[src/rtl/mem_port_arbiter.sv]
// Shares one memory port between instruction fetch and data access.
// Data requests win ties; each access is BUSY for MEM_LATENCY cycles, then one RESP cycle.
module mem_port_arbiter #(
  parameter int MEM_LATENCY = 2
) (
  input  logic        clk,
  input  logic        rst_n,
  input  logic        if_req,
  input  logic [31:0] if_addr,
  output logic [31:0] if_rdata,
  output logic        if_ready,
  input  logic        dm_read,
  input  logic        dm_write,
  input  logic [31:0] dm_addr,
  input  logic [31:0] dm_wdata,
  output logic [31:0] dm_rdata,
  output logic        dm_ready,
  output logic [31:0] mem_addr,
  output logic [31:0] mem_wdata,
  output logic        mem_re,
  output logic        mem_we,
  input  logic [31:0] mem_rdata,
  output logic        stall,
  output logic        proto_err
);

  typedef enum logic [1:0] {
    IDLE = 2'd0,
    BUSY = 2'd1,
    RESP = 2'd2
  } state_t;

  localparam logic [3:0] LP_CNT_LOAD = 4'(MEM_LATENCY - 1);

  state_t      r_state;
  logic [3:0]  r_cnt;
  logic        r_gnt_dm;
  logic        r_is_wr;
  logic [31:0] r_addr;
  logic [31:0] r_wdata;
  logic [31:0] r_if_rdata;
  logic [31:0] r_dm_rdata;
  logic        r_mem_re;
  logic        r_mem_we;
  logic        r_if_ready;
  logic        r_dm_ready;
  logic        r_proto_err;

  logic        w_dm_req;

  assign w_dm_req = dm_read | dm_write;

  always_ff @(posedge clk) begin
    if (!rst_n) begin
      r_state     <= IDLE;
      r_cnt       <= 4'd0;
      r_gnt_dm    <= 1'b0;
      r_is_wr     <= 1'b0;
      r_addr      <= 32'd0;
      r_wdata     <= 32'd0;
      r_if_rdata  <= 32'd0;
      r_dm_rdata  <= 32'd0;
      r_mem_re    <= 1'b0;
      r_mem_we    <= 1'b0;
      r_if_ready  <= 1'b0;
      r_dm_ready  <= 1'b0;
      r_proto_err <= 1'b0;
    end else begin
      r_if_ready  <= 1'b0;
      r_dm_ready  <= 1'b0;
      r_proto_err <= 1'b0;
      case (r_state)
        IDLE: begin
          // Data belongs to the older instruction, so it is checked first.
          if (w_dm_req) begin
            r_gnt_dm    <= 1'b1;
            r_is_wr     <= dm_write;
            r_addr      <= dm_addr;
            r_wdata     <= dm_wdata;
            r_mem_re    <= ~dm_write;
            r_mem_we    <= dm_write;
            r_proto_err <= dm_read & dm_write;
            r_cnt       <= LP_CNT_LOAD;
            r_state     <= BUSY;
          end else if (if_req) begin
            r_gnt_dm <= 1'b0;
            r_is_wr  <= 1'b0;
            r_addr   <= if_addr;
            r_mem_re <= 1'b1;
            r_mem_we <= 1'b0;
            r_cnt    <= LP_CNT_LOAD;
            r_state  <= BUSY;
          end
        end
        BUSY: begin
          if (r_cnt == 4'd0) begin
            r_mem_re <= 1'b0;
            r_mem_we <= 1'b0;
            r_state  <= RESP;
            // mem_rdata is valid in this final BUSY cycle.
            if (!r_is_wr) begin
              if (r_gnt_dm) r_dm_rdata <= mem_rdata;
              else          r_if_rdata <= mem_rdata;
            end
            if (r_gnt_dm) r_dm_ready <= 1'b1;
            else          r_if_ready <= 1'b1;
          end else begin
            r_cnt <= r_cnt - 4'd1;
          end
        end
        RESP: begin
          r_state <= IDLE;
        end
        default: begin
          r_state  <= IDLE;
          r_mem_re <= 1'b0;
          r_mem_we <= 1'b0;
        end
      endcase
    end
  end

  assign if_rdata  = r_if_rdata;
  assign if_ready  = r_if_ready;
  assign dm_rdata  = r_dm_rdata;
  assign dm_ready  = r_dm_ready;
  assign mem_addr  = r_addr;
  assign mem_wdata = r_wdata;
  assign mem_re    = r_mem_re;
  assign mem_we    = r_mem_we;
  assign proto_err = r_proto_err;
  assign stall     = (if_req & ~r_if_ready) | (w_dm_req & ~r_dm_ready);

endmodule
[config.mk]
export PLATFORM = sky130hd
export DESIGN_NAME = mem_port_arbiter
export DESIGN_NICKNAME = d
export VERILOG_FILES = /design/src/rtl/mem_port_arbiter.sv
export SDC_FILE = /design/constraint.sdc
export NUM_CORES = 1
export LEC_CHECK = 0
export ABC_AREA = 1
export BUFFER_PORTS_ARGS = -buffer_cell sky130_fd_sc_hd__buf_2
export CORE_ASPECT_RATIO = 0.7
export CORE_MARGIN = 2
export CORE_UTILIZATION = 40
export DETAILED_ROUTE_END_ITERATION = 16
export HOLD_SLACK_MARGIN = 0.02
export PLACE_DENSITY = 0.71
export SYNTH_ARGS = -nofsm -noshare
export SYNTH_HDL_FRONTEND = slang
export SYNTH_SLANG_ARGS = --single-unit
[constraint.sdc]
create_clock -name clk -period 2.1 [get_ports clk]
set_input_delay 0.42 -clock clk [delete_from_list [all_inputs] [get_ports clk]]
set_output_delay 0.42 -clock clk [all_outputs]
set_load 0.005 [all_outputs]
==> results.py, run 1 <==
metrics = {
    "power_and_ir_drop": {
        "power.leakage_nw": 3.80,
        "powerDensity_nw_per_um2": 1040,
        "ir_drop_uv": 674,
    },
    "placement": {
        "hpwl_um": 11000,
        "gp_congestion": 0.832,
        "port_buffers": 266,
        "dp_worst_setup_slack_ps": 415,
    },
    "setup_path": {
        "worstPathRequired_ps": 2440,
        "startpoint": "r_cnt[0]",
        "crit_type": "flop to flop",
        "cp.arrival_ps": 1910,
        "critPathCaptureType": "flop",
        "critPathLaunchType": "flop",
        "cp_max_fo": 20,
        "timing.rr.start": "r_cnt[0]",
    },
    "grt": {
        "grt_pass1_vias": 5196,
        "busiest_layer": "met2",
        "grt_use_met2": 0.329,
        "grt_start_max_net_pins": 81,
        "grt-ovfl-total": 0,
        "use_met3": 0.0715,
        "grt_antenna_before_repair": 1,
        "grtUsageMet1": 0.266,
        "grt_pass1_wl_um": 24600,
        "grtUsageTotal": 0.209,
    },
    "timing": {
        "setup_viol": 0,
        "finalSetupTns_ps": 0,
        "fin_ws_ps": 523,
        "hold_viol": 0,
        "post-route-period-util": 0.751,
        "skew_ps": 12.1,
        "period_needed_ps": 1580,
        "max_freq_mhz": 634,
        "grt_setup_unrepaired": "no",
        "slew_headroom": 0.627,
        "tightest_slew_ps": 558,
        "report.final.slew_viol_count": 0,
    },
    "clocking": {
        "cts_hold_buf": 0,
        "clk_path_buf_depth": 2,
        "cts.sinks": 141,
        "cts-root-buf": "clkbuf_16",
        "numCtsBuffers": 17,
        "cts_resized": 0,
        "insertion_delay_ps": 410,
        "cts.htree.levels": 4,
        "path_clk_slew_ps": 60,
        "cts_tree": "built",
        "cts_setup_buffers": 0,
    },
    "floorplanning": {
        "die_h_um": 103,
        "start_util": 0.415,
        "io_pins": 267,
        "die_w_um": 145,
        "rows": 35,
        "core_um2": 13400,
        "dieArea_um2": 14800,
    },
    "synth": {
        "syn-cell-area_um2": 5550,
        "synth-seq-cells": 141,
        "synth_nets": 880,
        "synth_cell_type_count": 24,
        "synth_area_per_cell_um2": 7.45,
        "synth.yosys.seq_area_share": 0.509,
        "ys_warn_count": 0,
        "synthCells": 745,
    },
    "drt": {
        "routed_wl_um": 15400,
        "drt_pass1_iterations": 5,
        "vias": 5529,
        "antenna_left": 0,
        "via_per_inst": 4.62,
        "drtIter0Drc": 228,
        "routedWlPerCell_um": 12.9,
        "drc_errors": 0,
    },
    "cells_and_area": {
        "drive_above_1_share": 0.361,
        "final_cell_mix": "buf_2, nor2_1, nand2_1",
        "mostFrequentLayoutCell": "buf_2",
        "areaGrowthSynthToFinish_pct": 37.1,
        "nets": 1132,
    },
    "hold_path": {
        "hp-start": "dm_wdata[25]",
        "hold_class": "input pin to flop",
    },
    "outcome": {
        "status": "complete, no violations",
    },
    "job": {
        "cap_violations": 0,
    },
}
## kinds of logic after synthesis
| group | synth area share |
|---|---|
| flip-flops | 0.509 |
| buffers and inverters | 0.0589 |
| AND/OR/NAND/NOR | 0.293 |
| AO/OA/AOI/OAI | 0.135 |
| adder cells (fa/ha/maj) | 0.00451 |
## worst paths after layout
| kind | to | slack, ps | depth (start not counted) |
|---|---|---|---|
| worst max-delay path | dm_rdata[28] | 520 | 9 |
| worst min-delay path | mem_wdata[25] | 230 | 3 |
| worst max register to register | dm_rdata[28] | 520 | 9 |
| worst min register to register | if_ready | 450 | 1 |
## registers in the layout (all words and copies together), names as in the netlist, 2 cells and up
register   cells
mem_addr      32
if_rdata      32
dm_rdata      32
r_state        2
r_cnt          4
mem_wdata     32
## critical path, cell delays in order (launching register included)
cell	delay, ps
dfxtp_1	340
inv_1	80
ha_1	150
nand2_1	90
nor2_2	180
nand2_2	90
inv_2	230
buf_12	200
nor2_1	50
nor2_1	90
## synth_stat cells
library cell / n / share of area
a21oi_1: 15 / 0.014
a21oi_2: 20 / 0.032
buf_1: 1 / 0.00068
buf_2: 12 / 0.011
buf_4: 9 / 0.012
buf_6: 2 / 0.0041
buf_8: 2 / 0.0054
clkbuf_1: 19 / 0.013
clkinv_1: 1 / 0.00068
dfxtp_1: 141 / 0.51
ha_1: 2 / 0.0045
inv_1: 13 / 0.0088
inv_2: 5 / 0.0034
nand2_1: 155 / 0.10
nand2_2: 25 / 0.028
nand3_1: 8 / 0.0072
nor2_1: 208 / 0.14
nor2_2: 2 / 0.0023
nor2_4: 1 / 0.0020
nor2_8: 1 / 0.0036
nor3_1: 3 / 0.0027
o21ai_0: 97 / 0.088
o22ai_1: 2 / 0.0023
or2_2: 1 / 0.0011
## final cells by class
type                       instances  area [um2]
fill                            1297        5750
sequential                       141        2820
multi-input combinational        540        2400
timing repair buffer             278        1470
clock buffer                      19         453
tap                              185         231
clock inverter                    13         154
inverter                          19        71.3
antenna                            1        2.50
## metal layers
| layer | vias up | wire (um) |
|---|---|---|
| met1 | 2469 | 7070 |
| met4 | 0 | 262 |
| li1 | 2854 | - |
| met2 | 186 | 6740 |
| met5 | - | 0 |
| met3 | 20 | 1300 |
## power breakdown
group,internal (mW),switching [mW],total (mW),leakage [nW]
registers,3.04,0.189,3.23,1.16
logic,0.679,0.970,1.65,2.34
clock network,1.84,1.19,3.03,0.296
total,5.56,2.35,7.91,3.80
## stage by stage
stage / hold WS, ps / area, um2 / std cells / utilization / total power, mW
detailed placement: 450 / 6990 / 1163 / 0.524 / 4.94
CTS: 215 / 7600 / 1195 / 0.569 / 7.99
global placement: 447 / 6990 / 1163 / 0.524 / 4.92
global route: 222 / 7600 / 1196 / 0.569 / 8.39
finish: 231 / 7600 / 1196 / 0.569 / 7.91
floorplan: 423 / 5550 / 745 / - / 4.28
(Power assumes the default switching activity.)
==> run 2: changes to the inputs <==
Settings changed: PLACE_DENSITY 0.71 to 0.74.
Clock period 2.1 ns to 1.35 ns, I/O delays scaled along.
==> run 2 against run 1 <==
The flow now finishes with violations (negative setup slack); register-to-register slack got worse by 520 ps; die area unchanged; critical path depth fell by 2; largest power group unchanged; highest routed layer unchanged.
==> results.py, run 2 (synthesis results as in run 1) <==
metrics = {
    "clocking": {
        "cts-root-buf": "clkbuf_16",
        "cts_tree": "built",
        "cts.htree.levels": 4,
        "clk_path_buf_depth": 2,
        "insertion_delay_ps": 410,
        "cts_hold_buf": 0,
        "numCtsBuffers": 17,
        "path_clk_slew_ps": 70,
        "cts.sinks": 141,
    },
    "grt": {
        "grt_start_max_net_pins": 68,
        "grt_pass1_vias": 5235,
        "grtUsageTotal": 0.201,
        "grt-ovfl-total": 0,
        "grt_pass1_wl_um": 23900,
        "grt_antenna_before_repair": 0,
    },
    "timing": {
        "hold_viol": 0,
        "slew_headroom": 0.738,
        "skew_ps": 15.1,
        "grt_setup_unrepaired": "yes",
        "fin_ws_ps": -0.528,
        "tightest_slew_ps": 389,
        "report.final.slew_viol_count": 0,
        "finalSetupTns_ps": -0.528,
        "setup_viol": 1,
        "period_needed_ps": 1350,
        "whs_ps": 83.6,
        "post-route-period-util": 1.00,
        "max_freq_mhz": 740,
    },
    "setup_path": {
        "endpoint": "if_rdata[26]",
        "r2r_slack_ps": -0.5,
        "critPathLaunchType": "flop",
        "startpoint": "r_cnt[3]",
        "critPathCaptureType": "flop",
        "timing.rr.start": "r_cnt[3]",
        "crit_type": "flop to flop",
        "cp_max_fo": 16,
        "cp.arrival_ps": 1650,
        "reg2reg_depth": 7,
        "r2r-end": "if_rdata[26]",
        "worstPathRequired_ps": 1650,
    },
    "hold_path": {
        "hp-start": "dm_wdata[14]",
        "hold_class": "input pin to flop",
    },
    "cells_and_area": {
        "drive_above_1_share": 0.401,
        "antenna_cells": 0,
        "mostFrequentLayoutCell": "buf_2",
        "nets": 1155,
        "stdcell_count": 1218,
        "multi_input_area_um2": 2520,
        "design_area_um2": 8070,
        "final_cell_mix": "buf_2, nor2_1, nand2_1",
        "fillers": 1225,
        "seq_area_um2": 2830,
        "areaGrowthSynthToFinish_pct": 45.6,
    },
    "floorplanning": {
        "dieArea_um2": 14800,
        "core_um2": 13400,
        "start_util": 0.415,
        "rows": 35,
        "die_h_um": 103,
        "io_pins": 267,
        "die_w_um": 145,
    },
    "outcome": {
        "violations": "negative setup slack",
        "status": "finished, violations left",
    },
    "drt": {
        "drt_pass1_iterations": 4,
        "drc_errors": 0,
        "antenna_left": 0,
        "vias": 5683,
        "routedWlPerCell_um": 13.2,
        "routed_wl_um": 16100,
        "drtIter0Drc": 220,
        "via_per_inst": 4.67,
    },
    "placement": {
        "place_area_um2": 7150,
        "hpwl_um": 10700,
        "dp_worst_setup_slack_ps": -49.7,
        "port_buffers": 266,
        "placed_cells": 1175,
        "gp_congestion": 0.819,
    },
    "power_and_ir_drop": {
        "powerDensity_nw_per_um2": 1580,
        "power.leakage_nw": 4.02,
        "ir_drop_uv": 1050,
    },
    "job": {
        "cap_violations": 0,
    },
}
## run 2: power by group
part           leakage, nW  internal [mW]  switching, mW
Combinational         2.57           1.37           1.71
Sequential            1.16           4.73          0.302
Clock                0.283           2.82           1.86
## run 2: how the worst min path moves through the flow
stage / slack (ps) / to / cells after the start
global route: 70 / mem_wdata[21] / 3
finish: 80 / mem_wdata[14] / 3
global placement: 440 / if_ready / 1
detailed placement: 450 / mem_addr[30] / 2
floorplan: 380 / proto_err / 2
CTS: 70 / mem_wdata[14] / 3
## run 2: what timing repair did
item,in CTS,in global routing
pin swaps,0,15
cloned,0,8
endpoints found under the setup margin,44,110
resized for setup,9,87
buffers inserted,0,3
## run 2: worst max-delay path, stage by stage (launching register included)
cell,delay [ps]
dfxtp_1,350
nor2_2,160
nand2_4,70
nor2_4,150
nand2_4,130
buf_12,180
o21ai_0,150
nor2_1,60
## run 2: layout make-up
cell class,instances,area share
flip-flops and latches,141,0.350
multi-input cells,540,0.312
repair buffers,301,0.225
clock buffers,19,0.0549
well taps,185,0.0287
clock inverters,13,0.0192
inverters,19,0.0107
## run 2: through the flow
stage | utilization | total power, mW
after global routing | 0.604 | 13.5
after global placement | 0.535 | 7.80
after floorplan | - | 6.66
after detailed placement | 0.535 | 7.85
after CTS | 0.580 | 12.6
final | 0.604 | 12.8
## run 2: routing by layer
layer	vias up	routed length, um	track usage	part of all wire
li1	2913	-	-	-
met1	2553	7430	0.256	0.46
met2	203	7240	0.327	0.45
met3	14	1250	0.0660	0.078
met4	0	161	0.0642	0.010
met5	-	0	0	0
